[src/rtl/lcd_cmd_sequencer_pkg.sv]
// rtl/lcd_cmd_sequencer_pkg.sv - HD44780 opcodes, init ROM and sequencer state encoding
package lcd_pkg;

  localparam logic [7:0] CMD_CLEAR    = 8'h01;
  localparam logic [7:0] CMD_HOME     = 8'h02;
  localparam logic [7:0] CMD_HOME_ALT = 8'h03;
  localparam logic [7:0] CMD_ENTRY    = 8'h06;
  localparam logic [7:0] CMD_DISP_ON  = 8'h0C;
  localparam logic [7:0] CMD_FUNC_SET = 8'h38;
  localparam logic [7:0] CMD_DDRAM_L1 = 8'h80;
  localparam logic [7:0] CMD_DDRAM_L2 = 8'hC0;

  localparam int INIT_LEN = 5;

  localparam logic [2:0] S_PWRUP = 3'd0;
  localparam logic [2:0] S_IDLE  = 3'd1;
  localparam logic [2:0] S_SETUP = 3'd2;
  localparam logic [2:0] S_EN_HI = 3'd3;
  localparam logic [2:0] S_WAIT  = 3'd4;

  typedef struct packed {
    logic       rs;
    logic [7:0] data;
  } lcd_word_t;

  function automatic logic [7:0] init_word(input logic [2:0] idx);
    case (idx)
      3'd0:    return CMD_FUNC_SET;
      3'd1:    return CMD_DISP_ON;
      3'd2:    return CMD_CLEAR;
      3'd3:    return CMD_ENTRY;
      default: return CMD_DDRAM_L1;
    endcase
  endfunction

  // Clear and home need the long settle; anything with RS=1 is data and never does.
  function automatic logic is_long_cmd(input lcd_word_t w);
    return !w.rs && (w.data == CMD_CLEAR || w.data == CMD_HOME || w.data == CMD_HOME_ALT);
  endfunction

endpackage

[src/rtl/lcd_cmd_sequencer_if.sv]
// rtl/lcd_cmd_sequencer_if.sv - write-FIFO side and LCD pin side of the sequencer
interface lcd_cmd_sequencer_if #(
  parameter int FIFO_DEPTH = 16
);
  localparam int LW = $clog2(FIFO_DEPTH) + 1;

  logic [8:0]    iWR_DATA;
  logic          iWR_EN;
  logic          oFULL;
  logic          oOVF;
  logic [LW-1:0] oLEVEL;
  logic          oINIT_DONE;
  logic          oBUSY;
  logic [7:0]    LCD_DATA;
  logic          LCD_RS;
  logic          LCD_RW;
  logic          LCD_EN;

  modport master (
    output iWR_DATA, iWR_EN,
    input  oFULL, oOVF, oLEVEL, oINIT_DONE, oBUSY, LCD_DATA, LCD_RS, LCD_RW, LCD_EN
  );

  modport slave (
    input  iWR_DATA, iWR_EN,
    output oFULL, oOVF, oLEVEL, oINIT_DONE, oBUSY, LCD_DATA, LCD_RS, LCD_RW, LCD_EN
  );
endinterface

[src/rtl/lcd_cmd_sequencer_sync_fifo.sv]
// rtl/lcd_cmd_sequencer_sync_fifo.sv - single-clock FIFO with level count and sticky overflow
module sync_fifo #(
  parameter int WIDTH = 9,
  parameter int DEPTH = 16
) (
  input  logic                       clk,
  input  logic                       rst,
  input  logic                       push,
  input  logic [WIDTH-1:0]           din,
  input  logic                       pop,
  output logic [WIDTH-1:0]           dout,
  output logic                       full,
  output logic                       empty,
  output logic [$clog2(DEPTH):0]     level,
  output logic                       ovf
);
  localparam int AW = $clog2(DEPTH);

  logic [WIDTH-1:0] mem [DEPTH];
  logic [AW-1:0]    wr_ptr;
  logic [AW-1:0]    rd_ptr;
  logic             accept;
  logic             take;

  assign full   = (level == (AW+1)'(DEPTH));
  assign empty  = (level == '0);
  assign dout   = mem[rd_ptr];
  assign take   = pop && !empty;
  // A pop at the same edge frees the slot the full-FIFO push lands in.
  assign accept = push && (!full || take);

  always_ff @(posedge clk or posedge rst) begin
    if (rst) begin
      wr_ptr <= '0;
      rd_ptr <= '0;
      level  <= '0;
      ovf    <= 1'b0;
    end else begin
      if (accept) wr_ptr <= wr_ptr + 1'b1;
      if (take)   rd_ptr <= rd_ptr + 1'b1;
      case ({accept, take})
        2'b10:   level <= level + 1'b1;
        2'b01:   level <= level - 1'b1;
        default: level <= level;
      endcase
      if (push && !accept) ovf <= 1'b1;
    end
  end

  always_ff @(posedge clk) begin
    if (accept) mem[wr_ptr] <= din;
  end

endmodule

[src/rtl/lcd_cmd_sequencer.sv]
// rtl/lcd_cmd_sequencer.sv - buffered HD44780 writer: power-up init, then drains queued RS+byte words
module lcd_cmd_sequencer #(
  parameter int CLK_DIVIDE = 16,
  parameter int FIFO_DEPTH = 16,
  parameter int INIT_DLY   = 750000,
  parameter int SHORT_DLY  = 2000,
  parameter int LONG_DLY   = 82000,
  parameter int DLY_W      = 20
) (
  input  logic              iCLK,
  input  logic              iRST,
  lcd_cmd_sequencer_if.slave bus
);
  import lcd_pkg::*;

  localparam int LW = $clog2(FIFO_DEPTH) + 1;

  localparam logic [DLY_W-1:0] PWRUP_LAST = DLY_W'(INIT_DLY - 1);
  localparam logic [DLY_W-1:0] EN_LAST    = DLY_W'(CLK_DIVIDE - 1);
  localparam logic [DLY_W-1:0] SHORT_LAST = DLY_W'(SHORT_DLY - 1);
  localparam logic [DLY_W-1:0] LONG_LAST  = DLY_W'(LONG_DLY - 1);

  logic [2:0]       state;
  logic [DLY_W-1:0] cnt;
  logic [2:0]       init_idx;
  logic             init_done;
  lcd_word_t        cur;
  logic             lcd_en;

  logic             pop;
  logic [8:0]       head;
  logic             fifo_full;
  logic             fifo_empty;
  logic             fifo_ovf;
  logic [LW-1:0]    fifo_level;
  logic [DLY_W-1:0] wait_last;

  assign pop       = (state == S_IDLE) && init_done && !fifo_empty;
  assign wait_last = is_long_cmd(cur) ? LONG_LAST : SHORT_LAST;

  sync_fifo #(
    .WIDTH (9),
    .DEPTH (FIFO_DEPTH)
  ) u_fifo (
    .clk   (iCLK),
    .rst   (iRST),
    .push  (bus.iWR_EN),
    .din   (bus.iWR_DATA),
    .pop   (pop),
    .dout  (head),
    .full  (fifo_full),
    .empty (fifo_empty),
    .level (fifo_level),
    .ovf   (fifo_ovf)
  );

  always_ff @(posedge iCLK or posedge iRST) begin
    if (iRST) begin
      state     <= S_PWRUP;
      cnt       <= '0;
      init_idx  <= '0;
      init_done <= 1'b0;
      cur       <= '0;
      lcd_en    <= 1'b0;
    end else begin
      case (state)
        S_PWRUP: begin
          if (cnt == PWRUP_LAST) begin
            cnt      <= '0;
            cur.rs   <= 1'b0;
            cur.data <= init_word(3'd0);
            state    <= S_SETUP;
          end else begin
            cnt <= cnt + 1'b1;
          end
        end
        S_IDLE: begin
          if (pop) begin
            cur   <= lcd_word_t'(head);
            state <= S_SETUP;
          end
        end
        S_SETUP: begin
          lcd_en <= 1'b1;
          cnt    <= '0;
          state  <= S_EN_HI;
        end
        S_EN_HI: begin
          if (cnt == EN_LAST) begin
            lcd_en <= 1'b0;
            cnt    <= '0;
            state  <= S_WAIT;
          end else begin
            cnt <= cnt + 1'b1;
          end
        end
        S_WAIT: begin
          if (cnt == wait_last) begin
            cnt <= '0;
            // Init words chain straight into the next setup; the queue is only served from idle.
            if (!init_done && init_idx != 3'(INIT_LEN - 1)) begin
              init_idx <= init_idx + 3'd1;
              cur.rs   <= 1'b0;
              cur.data <= init_word(init_idx + 3'd1);
              state    <= S_SETUP;
            end else begin
              init_done <= 1'b1;
              state     <= S_IDLE;
            end
          end else begin
            cnt <= cnt + 1'b1;
          end
        end
        default: begin
          lcd_en <= 1'b0;
          state  <= S_IDLE;
        end
      endcase
    end
  end

  assign bus.oFULL      = fifo_full;
  assign bus.oOVF       = fifo_ovf;
  assign bus.oLEVEL     = fifo_level;
  assign bus.oINIT_DONE = init_done;
  assign bus.oBUSY      = (state != S_IDLE) || !fifo_empty;
  assign bus.LCD_DATA   = cur.data;
  assign bus.LCD_RS     = cur.rs;
  assign bus.LCD_RW     = 1'b0;
  assign bus.LCD_EN     = lcd_en;

endmodule

[src/flat_wrapper.sv]
// flat-port wrapper written by rule: the top's interface ports become plain ports
module lcd_cmd_sequencer_flat import lcd_pkg::*;
#(
  parameter int CLK_DIVIDE = 16,
  parameter int FIFO_DEPTH = 16,
  parameter int INIT_DLY   = 750000,
  parameter int SHORT_DLY  = 2000,
  parameter int LONG_DLY   = 82000,
  parameter int DLY_W      = 20
)
  (iCLK, iRST, bus_iWR_DATA, bus_iWR_EN, bus_oFULL, bus_oOVF, bus_oLEVEL, bus_oINIT_DONE, bus_oBUSY, bus_LCD_DATA, bus_LCD_RS, bus_LCD_RW, bus_LCD_EN);
  lcd_cmd_sequencer_if #(.FIFO_DEPTH(FIFO_DEPTH)) bus_i ();
  input  logic iCLK;
  input  logic iRST;
  input wire logic [$bits(bus_i.iWR_DATA)-1:0] bus_iWR_DATA;
  input wire logic [$bits(bus_i.iWR_EN)-1:0] bus_iWR_EN;
  output wire logic [$bits(bus_i.oFULL)-1:0] bus_oFULL;
  output wire logic [$bits(bus_i.oOVF)-1:0] bus_oOVF;
  output wire logic [$bits(bus_i.oLEVEL)-1:0] bus_oLEVEL;
  output wire logic [$bits(bus_i.oINIT_DONE)-1:0] bus_oINIT_DONE;
  output wire logic [$bits(bus_i.oBUSY)-1:0] bus_oBUSY;
  output wire logic [$bits(bus_i.LCD_DATA)-1:0] bus_LCD_DATA;
  output wire logic [$bits(bus_i.LCD_RS)-1:0] bus_LCD_RS;
  output wire logic [$bits(bus_i.LCD_RW)-1:0] bus_LCD_RW;
  output wire logic [$bits(bus_i.LCD_EN)-1:0] bus_LCD_EN;
  assign bus_i.iWR_DATA = bus_iWR_DATA;
  assign bus_i.iWR_EN = bus_iWR_EN;
  assign bus_oFULL = bus_i.oFULL;
  assign bus_oOVF = bus_i.oOVF;
  assign bus_oLEVEL = bus_i.oLEVEL;
  assign bus_oINIT_DONE = bus_i.oINIT_DONE;
  assign bus_oBUSY = bus_i.oBUSY;
  assign bus_LCD_DATA = bus_i.LCD_DATA;
  assign bus_LCD_RS = bus_i.LCD_RS;
  assign bus_LCD_RW = bus_i.LCD_RW;
  assign bus_LCD_EN = bus_i.LCD_EN;
  lcd_cmd_sequencer #(.CLK_DIVIDE(CLK_DIVIDE), .FIFO_DEPTH(FIFO_DEPTH), .INIT_DLY(INIT_DLY), .SHORT_DLY(SHORT_DLY), .LONG_DLY(LONG_DLY), .DLY_W(DLY_W)) u_core (.iCLK(iCLK), .iRST(iRST), .bus(bus_i));
endmodule
[config.mk]
export PLATFORM = sky130hd
export DESIGN_NAME = lcd_cmd_sequencer_flat
export DESIGN_NICKNAME = d
export VERILOG_FILES = /design/src/rtl/lcd_cmd_sequencer_pkg.sv /design/src/rtl/lcd_cmd_sequencer_if.sv /design/src/rtl/lcd_cmd_sequencer_sync_fifo.sv /design/src/rtl/lcd_cmd_sequencer.sv /design/src/flat_wrapper.sv
export SDC_FILE = /design/constraint.sdc
export NUM_CORES = 1
export LEC_CHECK = 0
export ABC_AREA = 1
export CAP_MARGIN = 20
export CORE_MARGIN = 4
export CORE_UTILIZATION = 46
export DETAILED_ROUTE_END_ITERATION = 10
export MAX_ROUTING_LAYER = met4
export SETUP_SLACK_MARGIN = 0.2
export SKIP_LAST_GASP = 1
export SLEW_MARGIN = 10
export SYNTH_ARGS = -nofsm -noshare
export SYNTH_HDL_FRONTEND = slang
export SYNTH_SLANG_ARGS = --single-unit
[constraint.sdc]
create_clock -name iCLK -period 5.85 [get_ports iCLK]
set_input_delay 0.8775 -clock iCLK [delete_from_list [all_inputs] [get_ports iCLK]]
set_output_delay 0.8775 -clock iCLK [all_outputs]
set_load 0.1 [all_outputs]
; ---- Word-level counts from Yosys, hierarchy flattened
; Memory sizes are Yosys's and may differ from the RTL's.
; Index checks and enable logic that the tools add are counted.
[word_totals]
ff_bits = 51
n_memories = 1
mem_bits_rw = 144
out_inout_bits = 20
wordCells = 93
in_bits = 12
[op_classes]
n_mux = 22
n_eq_ne = 23
n_bitwise = 2
n_reduce_logical = 28
add_sub_neg = 6
[mem_list]
columns = memory, words, width, read_ports, rd_ports_with_merged_regs, wr, line_no
row1 = u_core.u_fifo.mem, 16, 9, 1, 0, 1, lcd_cmd_sequencer_sync_fifo.sv:19  ; logic [WIDTH-1:0] mem [DEPTH];
[ops]
columns = cell, count
row1 = one-hot mux 20 bit (4 select lines), 1
row2 = 2-to-1 mux 20 bit, 3
row3 = 2-to-1 mux 9 bit, 4
row4 = one-hot mux 8 bit (4 select lines), 1
row5 = one-hot mux 9 bit (3 select lines), 1
row6 = "adder 20 x 1 -> 20 bit, second input constant", 1
row7 = == test 20 bit, 1
row8 = "== test 20 bit, second input constant", 1
row9 = "== test 20 x 4 -> 1 bit, second input constant", 1
row10 = 2-to-1 mux 17 bit, 1
row11 = "== test 8 x 2 -> 1 bit, second input constant", 2
row12 = one-hot mux 3 bit (5 select lines), 1
row13 = "== test 3 x 2 -> 1 bit, second input constant", 4
row14 = 2-to-1 mux 3 bit, 4
row15 = one-hot mux 5 bit (2 select lines), 1
row16 = "adder 4 x 1 -> 4 bit, second input constant", 2
row17 = "== test 8 x 1 -> 1 bit, second input constant", 1
row18 = "!= test 2 x 1 -> 1 bit, second input constant", 4
row19 = logical AND 1 bit, 7
row20 = "== test 3 x 1 -> 1 bit, second input constant", 2
row21 = zero test 3 bit, 2
row22 = AND reduction 3 bit, 2
row23 = "adder 5 x 1 -> 5 bit, second input constant", 1
row24 = "== test 5 bit, second input constant", 1
row25 = 22 further kinds, 32

; ---- Longest topological paths before layout
; Gate-level depths: netlist of the first run.
[depth]
word_depth = 8
depth_mapped = 16
mapped_depth_nobuf = 16

; ---- By module
; From an unflattened synthesis of the first run, not the netlist that was laid out.
[unflattened]
hier_cells = 966
hier_area_um2 = 9422.8
[modules_own_cells]
columns = module, area_per_inst_um2, seq_area_each_um2, cells_per_inst, n_inst
row1 = sync_fifo, 6772.7, 4674.5, 563, 1
row2 = lcd_cmd_sequencer, 2650.0, 925.9, 403, 1

; ---- Least setup slack after synthesis of the first run
; No wires, ideal clock.
[synth_timing]
path_kind = register -> register
from = reg u_core.u_fifo.level[4]
to = mem u_core.u_fifo.mem[4][0], enable pin
period_less_slack_ns = 3.445
t_required_ns = 5.572
arrival_time_ns = 3.167
setup_ns = 0.278
path_buffers = 0
setup_slack_ns = 2.405
stages_incl_launch_ff = 8
path_cell_list = dfrtp_1 inv_1 nor2_1 nand2_1 nand2_2 inv_2 nand2_1 nor2_1
[synth_via]
elab_cells_between_ends = 10
classes_between = eq/ne (1) / mux (2) / reduce/logical (7)
[synth_rtl]
columns = item, line_no
row1 = from (decl), lcd_cmd_sequencer_sync_fifo.sv:14  ; output logic [$clog2(DEPTH):0] level,
row2 = from (signal assigned), lcd_cmd_sequencer_sync_fifo.sv:42  ; 2'b10: level <= level + 1'b1;
row3 = from (signal assigned), lcd_cmd_sequencer_sync_fifo.sv:43  ; 2'b01: level <= level - 1'b1;
row4 = from (signal assigned), lcd_cmd_sequencer_sync_fifo.sv:44  ; default: level <= level;
row5 = == test 5 bit, lcd_cmd_sequencer_sync_fifo.sv:25  ; assign full = (level == (AW+1)'(DEPTH));
row6 = named net bus_oFULL, flat_wrapper.sv:17  ; output wire logic [$bits(bus_i.oFULL)-1:0] bus_oFULL;
row7 = zero test 1 bit, lcd_cmd_sequencer_sync_fifo.sv:30  ; assign accept = push && (!full || take);
row8 = logical OR 1 bit, lcd_cmd_sequencer_sync_fifo.sv:30
row9 = logical AND 1 bit, lcd_cmd_sequencer_sync_fifo.sv:30
row10 = 2-to-1 mux 1 bit, lcd_cmd_sequencer_sync_fifo.sv:51  ; if (accept) mem[wr_ptr] <= din;
row11 = 2-to-1 mux 1 bit (implied by the code), lcd_cmd_sequencer_sync_fifo.sv:51
row12 = to (decl), lcd_cmd_sequencer_sync_fifo.sv:19
; The timed path passes the listed nets, and every way through them passes these cells.

; ---- Worst setup path in the final report of the first run
[layout_timing]
from = reg u_core.u_fifo.level[2]
to = out bus_oBUSY
[layout_via]
elab_chain_len = 3
[layout_rtl]
columns = item, line_no
row1 = zero test 5 bit, lcd_cmd_sequencer_sync_fifo.sv:26  ; assign empty = (level == '0);
row2 = zero test 1 bit, lcd_cmd_sequencer.sv:126  ; assign bus.oBUSY = (state != S_IDLE) || !fifo_empty;
row3 = logical OR 1 bit, lcd_cmd_sequencer.sv:126
row4 = to (decl), flat_wrapper.sv:21  ; output wire logic [$bits(bus_i.oBUSY)-1:0] bus_oBUSY;
; No other way between the ends.

==> impl_metrics.env, run 1 <==
export IMPL_irDropWorstVdd_v=0.000199
export IMPL_finalSetupTns_ps=0
export IMPL_ys_ff_latch=195
export IMPL_status="finished, final reports clean"
export IMPL_synthMuxAreaShare_pct=0
export IMPL_first_pass_iters=5
export IMPL_worst_slack_ps=2480
export IMPL_antenna_found_initial=0
export IMPL_clkTransAtPathRegs_ps=80
export IMPL_finClkSkew_ps=11.2
export IMPL_core_mm2=0.0202
export IMPL_path_max_fanout=4
export IMPL_post_cts_buffers=0
export IMPL_layout_drive_gt1_share_pct=9.01
export IMPL_crit_family="buffers and inverters"
export IMPL_gp_congestion=0.922
export IMPL_grt_pass1_vias=6326
export IMPL_cp_arrival_ps=2490
export IMPL_end_kind="output pin"
export IMPL_h_tree_depth=4
export IMPL_utilization_pct=52.3
export IMPL_critical_path_class="flip-flop to output pin"
export IMPL_grt_usage_pct=20.9
export IMPL_netlist_instances=1010
export IMPL_dieHeight_um=151
export IMPL_cts_sinks=195
export IMPL_seqPwrFrac_pct=50.6
export IMPL_startpoint_type="flip-flop"
export IMPL_grt_max_degree=76
export IMPL_slowest_stage="clkdlybuf4s50_1"
export IMPL_place_area_mm2=0.00996
export IMPL_relSlewSlack_pct=30.8
export IMPL_synth_top_family_by_area="simple AND/OR/NAND/NOR gates"
export IMPL_yosysWarnings=0
export IMPL_nNetsFinal=1057
export IMPL_detail_route_antenna_nets=0
export IMPL_clkPwrFrac_pct=34.0
export IMPL_holdWs_ps=487
export IMPL_stdcell_area_mm2=0.0106
export IMPL_rows=52
export IMPL_gr_total_overflow=0
export IMPL_synth_fa_ha_area_share_pct=2.06
export IMPL_synth_xor_area_share_pct=2.13
export IMPL_wl_per_cell_um=16.7
export IMPL_io_pins=32
export IMPL_drtIter0Drc=477
export IMPL_power_switching_share_pct=30.2
export IMPL_synthToLayoutAreaGrowth_pct=11.9
export IMPL_pre_cts_slack_ps=2920
export IMPL_worstSkewPairLatency_ps=440
export IMPL_cts_tree="yes"
export IMPL_cts_resized=0
export IMPL_finalCritPeriodShare_pct=57.5
export IMPL_seq_area_frac_synth_pct=59.2
export IMPL_die_area_mm2=0.0229
export IMPL_cts_root_buffer_cell="clkbuf_16"
export IMPL_pwr_density_cell_mw_per_mm2=314
export IMPL_yosys_cell_types_count=40
export IMPL_crit_chain="nor2_1 -> nand4_1 -> or2_2 -> clkdlybuf4s50_1"
export IMPL_finalHoldViolations=0
export IMPL_clk_path_buf_depth=2
export IMPL_internal_power_mw=2.32
export IMPL_start_util_pct=46.7
export IMPL_synth_compound_area_share_pct=3.67
export IMPL_diodes=0
export IMPL_worst_slew_pin_slew_ps=1030
export IMPL_routed_wl_um=21900
export IMPL_p_switching_mw=1.00
export IMPL_critPathRequiredTime_ps=4970
export IMPL_synthesis_area_mm2=0.00945
export IMPL_chipWidth_um=151
export IMPL_syn_avg_cell_area_um2=9.36
export IMPL_rsz0062_at_grt="false"
export IMPL_io_buffers=30
export IMPL_p_comb_share_pct=15.3
export IMPL_viasPerCell=5.07
export IMPL_nFillCells=1836
export IMPL_setup_viol=0
export IMPL_grt_pass1_wl_um=35100
export IMPL_leakagePower_nw=4.37
export IMPL_ctsHoldBuffers=0
export IMPL_slew_viol_final=0
export IMPL_cts_inserted_buffers=17
export IMPL_max_cap_violations=0
export IMPL_drc=0
export IMPL_hold_path_class="flip-flop to flip-flop"
export IMPL_fmax_mhz=297
export IMPL_synth_nets=1037
export IMPL_yosys_area_share_simple_pct=27.7
export IMPL_dp_hpwl_um=14400
export IMPL_vias=6652
export IMPL_crit_buf_inv=1
export IMPL_cpPeakStageDelay_ps=970
export IMPL_min_period_ps=3370
-- through the flow --
| stage | std cells | power, mW |
|---|---|---|
| after floorplan | 1010 | 2.06 |
| after global placement | 1280 | 2.22 |
| after detailed placement | 1280 | 2.22 |
| after CTS | 1312 | 3.35 |
| after global routing | 1313 | 3.48 |
| final | 1313 | 3.32 |
-- final cells by class --
type                            count  area, um2  area share (%)
Sequential cell                   195       5600            53.0
Inverter                           86        325            3.08
Clock inverter                     15        160            1.51
Tap cell                          270        338            3.19
Multi-Input combinational cell    694       3360            31.8
Clock buffer                       17        425            4.02
Timing Repair Buffer               36        365            3.45
-- final timing paths --
check	start	end	slack (ps)	cells after the start
worst min register to register	u_core.u_fifo.ovf	u_core.u_fifo.ovf	490	1
worst max register to register	u_core.u_fifo.rd_ptr[0]	u_core.bus.LCD_DATA[6]	3240	11
min in group asynchronous	iRST	u_core.bus.LCD_RS	960	3
worst max-delay path	u_core.u_fifo.level[2]	bus_oBUSY	2480	4
max in group asynchronous	iRST	u_core.u_fifo.rd_ptr[0]	4400	3
worst min-delay path	u_core.u_fifo.ovf	u_core.u_fifo.ovf	490	1
-- per-layer routing --
| layer | share of wire (%) | vias to the layer above | global-route usage [%] | wire [um] |
|---|---|---|---|---|
| met2 | 48 | 139 | 31.9 | 10500 |
| met4 | 2.0 | 0 | 6.21 | 439 |
| met5 | 0 | - | - | 0 |
| li1 | - | 3338 | - | - |
| met3 | 3.7 | 26 | 3.44 | 799 |
| met1 | 46 | 3149 | 29.0 | 10200 |
-- cells in the final DEF (no fill, tap or decap), types with 2 or more instances in the layout --
cell,count
a21oi_1,9
a21oi_4,2
buf_4,5
clkbuf_16,17
clkdlybuf4s50_1,30
clkinv_8,4
clkinvlp_4,2
dfrtp_1,50
edfxtp_1,144
ha_1,14
inv_1,69
inv_2,15
inv_6,5
inv_8,2
nand2_1,330
nand2_2,8
nand2_4,2
nand2_8,2
nand3_1,93
nand3_2,4
nand3_4,3
nand4_1,14
nor2_1,112
nor2_2,7
nor2_4,3
nor3_1,12
o21ai_0,38
o21ai_1,3
o21ai_2,3
o21bai_1,2
or2_2,3
xnor2_1,2
xor2_1,21
-- Yosys cell counts (all sizes together) --
cell	instances	share of area [%]
nand2	342	14
edfxtp	144	46
nor2	123	5.5
nand3	100	5.9
inv	85	3.4
dfrtp	51	14
o21ai	44	2.4
xor2	21	1.9
clkbuf	18	0.71
buf	17	1.0
ha	14	1.9
nand4	14	0.93
nor3	12	0.64
a21oi	11	0.82
or2	3	0.20
o21bai	2	0.16
xnor2	2	0.19
a211oi	1	0.079
a31oi	1	0.066
clkinv	1	0.040
conb	1	0.040
fa	1	0.21
nand3b	1	0.21
o311ai	1	0.093
-- cell families (layout without fill, tap and decap cells) --
family          Yosys count  in the layout
flops                   195            195
buf+inv                 121            154
fa+ha+maj                15             15
compound gates           60             60
other cells               1              1
xor+xnor                 23             23
simple gates            595            595
-- state kept, by name, indices dropped and copies added, names as in the netlist --
name / cells
u_core.u_fifo.mem: 144
u_core.cnt: 20
u_core.bus.LCD_DATA: 8
u_core.u_fifo.level: 5
u_core.u_fifo.rd_ptr: 4
u_core.u_fifo.wr_ptr: 4
u_core.init_idx: 3
u_core.state: 3
u_core.bus.LCD_EN: 1
u_core.bus.LCD_RS: 1
u_core.bus.oINIT_DONE: 1
u_core.u_fifo.ovf: 1
-- power groups by stage --
| stage | combinational (mW) | clock (mW) | sequential (mW) |
|---|---|---|---|
| finish | 0.509 | 1.13 | 1.68 |
| global route | 0.562 | 1.23 | 1.69 |
| CTS | 0.515 | 1.16 | 1.68 |
| detailed placement | 0.512 | 0 | 1.71 |
| global placement | 0.513 | 0 | 1.71 |
| floorplan | 0.227 | 0 | 1.84 |
Note: power is estimated with default switching activity, not from simulation.
==> inputs of run 2 (changes only) <==
==> constraint.sdc (replaced) <==
create_clock -name iCLK -period 3.1 [get_ports iCLK]
set_input_delay 0.465 -clock iCLK [delete_from_list [all_inputs] [get_ports iCLK]]
set_output_delay 0.465 -clock iCLK [all_outputs]
set_load 0.1 [all_outputs]
==> impl_metrics.env, run 2 (synthesized netlist as in run 1, its figures left out) <==
export IMPL_wl_per_cell_um=16.8
export IMPL_dieHeight_um=151
export IMPL_setup_viol=0
export IMPL_nNetsFinal=1072
export IMPL_relSlewSlack_pct=41.3
export IMPL_grt_usage_pct=21.1
export IMPL_cts_sinks=195
export IMPL_diodes=0
export IMPL_final_common_cell="nand2_1"
export IMPL_grt_pass1_wl_um=35400
export IMPL_dp_hpwl_um=15000
export IMPL_final_cell_mix="330 x nand2_1, 144 x edfxtp_1, 111 x nor2_1"
export IMPL_rsz0062_at_grt="false"
export IMPL_max_cap_violations=0
export IMPL_grt_busiest_layer="met2"
export IMPL_cp_arrival_ps=2480
export IMPL_pwr_density_cell_mw_per_mm2=596
export IMPL_first_pass_iters=5
export IMPL_grt_max_degree=75
export IMPL_drtIter0Drc=448
export IMPL_regMostFlops="u_core.u_fifo.mem"
export IMPL_layout_drive_gt1_share_pct=12.0
export IMPL_power_switching_share_pct=30.8
export IMPL_multi_input_area_mm2=0.00337
export IMPL_met3_usage_pct=4.01
export IMPL_clkTransAtPathRegs_ps=80
export IMPL_worstSkewPairLatency_ps=440
export IMPL_gp_congestion=0.905
export IMPL_clkPwrFrac_pct=34.5
export IMPL_cts_root_buffer_cell="clkbuf_16"
export IMPL_slew_viol_final=0
export IMPL_synthToLayoutAreaGrowth_pct=12.7
export IMPL_rows=52
export IMPL_finClkSkew_ps=12.2
export IMPL_finalCritPeriodShare_pct=77.7
export IMPL_critical_path_class="flip-flop to flip-flop"
export IMPL_seqPwrFrac_pct=50.0
export IMPL_regArea_mm2=0.00560
export IMPL_finalHoldViolations=0
export IMPL_crit_start="u_core.state[0]"
export IMPL_r2r_setup_slack_ps=690
export IMPL_cts_resized=0
export IMPL_cts_inserted_buffers=17
export IMPL_antenna_found_initial=0
export IMPL_p_switching_mw=1.96
export IMPL_worst_slew_pin_slew_ps=877
export IMPL_irDropWorstVdd_v=0.000348
export IMPL_min_period_ps=2410
export IMPL_end_kind="flip-flop"
export IMPL_cts_tree="yes"
export IMPL_met1_usage_pct=28.1
export IMPL_detail_route_antenna_nets=0
export IMPL_hold_path_class="input port to asynchronous set/reset pin"
export IMPL_status="finished, final reports clean"
export IMPL_start_util_pct=46.7
export IMPL_clk_path_buf_depth=2
export IMPL_r2r_cells=10
export IMPL_grt_pass1_vias=6463
export IMPL_die_area_mm2=0.0229
export IMPL_p_comb_share_pct=15.5
export IMPL_io_buffers=30
export IMPL_fmax_mhz=415
export IMPL_rr_startpoint="u_core.state[0]"
export IMPL_finalSetupTns_ps=0
export IMPL_chipWidth_um=151
export IMPL_critPathRequiredTime_ps=3170
export IMPL_leakagePower_nw=4.48
export IMPL_internal_power_mw=4.40
export IMPL_viasPerCell=5.13
export IMPL_gr_total_overflow=0
export IMPL_vias=6810
export IMPL_drc=0
export IMPL_io_pins=32
export IMPL_largest_reg_flops=144
export IMPL_h_tree_depth=4
export IMPL_nFillCells=1850
export IMPL_post_cts_buffers=0
export IMPL_path_max_fanout=9
export IMPL_startpoint_type="flip-flop"
export IMPL_routed_wl_um=22300
export IMPL_use_met2_pct=33.4
export IMPL_ctsHoldBuffers=0
export IMPL_core_mm2=0.0202
export IMPL_total_power_mw=6.35
==> run 2: area by class of cell <==
cell class	count	area share [%]
Inverter	86	3.05
Tap cell	270	3.17
Sequential cell	195	52.6
Clock inverter	14	1.44
Timing Repair Buffer	51	4.09
Multi-Input combinational cell	694	31.6
Clock buffer	18	4.03
==> run 2: layer usage <==
metal	share of wire, %	vias to the layer above
li1	-	3378
met1	45	3273
met2	49	141
met3	4.2	18
met4	1.8	0
met5	0	-
==> run 2: worst paths after layout <==
check / endpoint
min in group iCLK: u_core.bus.LCD_DATA[1]
min reg2reg: u_core.bus.LCD_DATA[1]
max in group asynchronous: u_core.cnt[15]
min: u_core.init_idx[1]
max: u_core.u_fifo.mem[11][1]
max reg2reg: u_core.u_fifo.mem[11][1]
==> run 2: power groups by stage <==
| stage | clock (mW) | combinational, mW | sequential, mW |
|---|---|---|---|
| 6_report | 2.19 | 0.986 | 3.18 |
| 5_1_grt | 2.35 | 1.08 | 3.20 |
| 4_1_cts | 2.22 | 0.998 | 3.18 |
| 3_5_place_dp | 0 | 0.997 | 3.23 |
| 3_3_place_gp | 0 | 0.991 | 3.23 |
| 2_1_floorplan | 0 | 0.435 | 3.46 |
==> run 2: stage by stage <==
| step | util [%] | area, um2 | hold slack [ps] | setup WS (ps) | std cells |
|---|---|---|---|---|---|
| after CTS | 52.6 | 10700 | 436 | 676 | 1328 |
| after global routing | 52.6 | 10700 | 475 | 472 | 1328 |
| after floorplan | - | 9460 | 471 | 346 | 1010 |
| final | 52.6 | 10700 | 435 | 691 | 1328 |
| after detailed placement | 49.8 | 10100 | 498 | 685 | 1296 |
| after global placement | 49.8 | 10100 | 496 | 720 | 1296 |
==> run 2: critical path: stages, from the launching register on <==
cell and delay (ps):
dfrtp_1 420, inv_2 90, nor2_4 110, nand2_4 100, inv_4 120, nand3_4 120, nand2_1 140, nand2_2 110
nor2_2 140, inv_2 80, nor2_1 600
==> inputs of run 3 (changes only) <==
--- a/config.mk
+++ b/config.mk
@@ -11,6 +11,7 @@
 export CORE_UTILIZATION = 46
 export DETAILED_ROUTE_END_ITERATION = 10
 export MAX_ROUTING_LAYER = met4
+export PLACE_DENSITY = 0.65
 export SETUP_SLACK_MARGIN = 0.2
 export SKIP_LAST_GASP = 1
 export SLEW_MARGIN = 10
==> constraint.sdc (replaced) <==
create_clock -name iCLK -period 2 [get_ports iCLK]
set_input_delay 0.3 -clock iCLK [delete_from_list [all_inputs] [get_ports iCLK]]
set_output_delay 0.3 -clock iCLK [all_outputs]
set_load 0.1 [all_outputs]
==> impl_metrics.env, run 3 (synthesized netlist as in run 1, its figures left out) <==
export IMPL_status="complete, but fails checks"
export IMPL_violations="setup timing"
export IMPL_leakagePower_nw=5.10
export IMPL_r2r_setup_slack_ps=10
export IMPL_stdcell_area_mm2=0.0124
export IMPL_critical_path_class="flip-flop to output pin"
export IMPL_nNetsFinal=1164
export IMPL_pwr_density_cell_mw_per_mm2=865
export IMPL_worstSkewPairLatency_ps=430
export IMPL_io_pins=32
export IMPL_regToRegEndpoint="u_core.u_fifo.level[2]"
export IMPL_rows=52
export IMPL_grt_pass1_vias=6697
export IMPL_first_pass_iters=5
export IMPL_diodes=0
export IMPL_place_area_mm2=0.0106
export IMPL_rr_startpoint="u_core.u_fifo.level[0]"
export IMPL_max_cap_violations=0
export IMPL_cts_root_buffer_cell="clkbuf_16"
export IMPL_core_mm2=0.0202
export IMPL_r2r_cells=10
export IMPL_min_period_ps=2040
export IMPL_cts_sinks=195
export IMPL_antenna_found_initial=0
export IMPL_worst_slack_ps=-41.1
export IMPL_dp_hpwl_um=15500
export IMPL_wl_per_cell_um=17.6
export IMPL_gr_total_overflow=0
export IMPL_fmax_mhz=490
export IMPL_detail_route_antenna_nets=0
export IMPL_hold_path_class="input port to asynchronous set/reset pin"
export IMPL_startpoint_type="flip-flop"
export IMPL_dieHeight_um=151
export IMPL_slew_viol_final=0
export IMPL_cts_tree="yes"
export IMPL_critPathRequiredTime_ps=1700
export IMPL_layout_drive_gt1_share_pct=29.1
export IMPL_h_tree_depth=4
export IMPL_final_common_cell="nand2_1"
export IMPL_rsz0062_at_grt="true"
export IMPL_drc=0
export IMPL_grt_max_degree=54
export IMPL_finClkSkew_ps=11.0
export IMPL_cts_inserted_buffers=17
export IMPL_chipWidth_um=151
export IMPL_gp_congestion=0.925
export IMPL_grt_usage_pct=21.6
export IMPL_start_util_pct=46.7
export IMPL_finalHoldViolations=0
export IMPL_vias=7439
export IMPL_path_max_fanout=4
export IMPL_routed_wl_um=25000
export IMPL_clk_path_buf_depth=2
export IMPL_die_area_mm2=0.0229
export IMPL_setup_viol=1
export IMPL_largest_reg_flops=144
export IMPL_utilization_pct=61.2
export IMPL_irDropWorstVdd_v=0.000634
export IMPL_cp_arrival_ps=1740
export IMPL_clkTransAtPathRegs_ps=70
export IMPL_regMostFlops="u_core.u_fifo.mem"
export IMPL_viasPerCell=5.24
export IMPL_end_kind="output pin"
export IMPL_grt_pass1_wl_um=36500
export IMPL_finalCritPeriodShare_pct=102
export IMPL_io_buffers=30
export IMPL_nFillCells=1615
export IMPL_drtIter0Drc=604
export IMPL_synthToLayoutAreaGrowth_pct=31.0
export IMPL_final_cell_mix="298 x nand2_1, 144 x edfxtp_1, 89 x nand3_1"
run 3: changes by cell type in the layout (fill, tap and decap cells not counted), sizes merged, moves of 2 or more:
| cell | previous run | this run |
|---|---|---|
| buf | 40 | 121 |
| nand2 | 342 | 349 |
| clkbuf | 18 | 21 |
| inv | 94 | 91 |
| bufinv | 0 | 2 |
run 3: metrics by stage:
step	power (mW)	hold WS [ps]	TNS, ps	setup WS (ps)	cells
global placement	6.77	494	0	43.3	1336
CTS	10.7	128	0	47.1	1378
finish	10.7	122	-41.1	-41.1	1420
global route	11.1	123	-388	-164	1420
detailed placement	6.80	495	0	1.06	1336
floorplan	6.14	399	-32670	-257	1010
run 3: what timing repair did:
item	in CTS	in global routing
pin swaps	9	51
hold buffers	0	0
hold endpoints to repair	0	0
buffers inserted	8	31
gates resized for setup	50	126
endpoints found under the setup margin	169	184
cloned	2	11
run 3: final cells by class:
type	count	area (um2)	share of cell area [%]
sequential	195	5640	45.5
clock buffer	19	443	3.58
tap	270	338	2.73
inverter	86	353	2.85
clock inverter	13	186	1.51
multi-input combinational	703	4060	32.8
timing repair buffer	134	1370	11.0
run 3: how the worst max path moves through the flow:
stage,from,to,slack (ps),cells past startpoint
global route,u_core.u_fifo.level[2],u_core.u_fifo.level[4],-160,14
detailed placement,bus_iWR_EN,u_core.u_fifo.level[4],1,11
global placement,bus_iWR_EN,u_core.u_fifo.level[4],40,11
floorplan,u_core.u_fifo.level[0],u_core.u_fifo.level[4],-260,13
CTS,u_core.state[0],bus_oBUSY,50,6
finish,u_core.u_fifo.level[2],bus_oBUSY,-40,5
run 3: power breakdown:
group	total [mW]	internal, mW	switching (mW)
Sequential	4.94	4.76	0.177
Combinational	2.17	0.701	1.46
Clock	3.61	1.95	1.65
Total	10.7	7.42	3.30
run 3: worst max-delay path: stages, from the launching register on:
cell	delay [ps]
dfrtp_2	450
nor2_4	100
nand4_1	160
buf_4	190
or2_4	230
buf_12	160
run 3: routing by layer:
metal / track usage, % / up-vias / routed length [um]
met5: - / - / 0
li1: - / 3582 / -
met2: 34.3 / 256 / 12300
met3: 3.77 / 46 / 1490
met1: 29.0 / 3555 / 10600
met4: 5.58 / 0 / 594
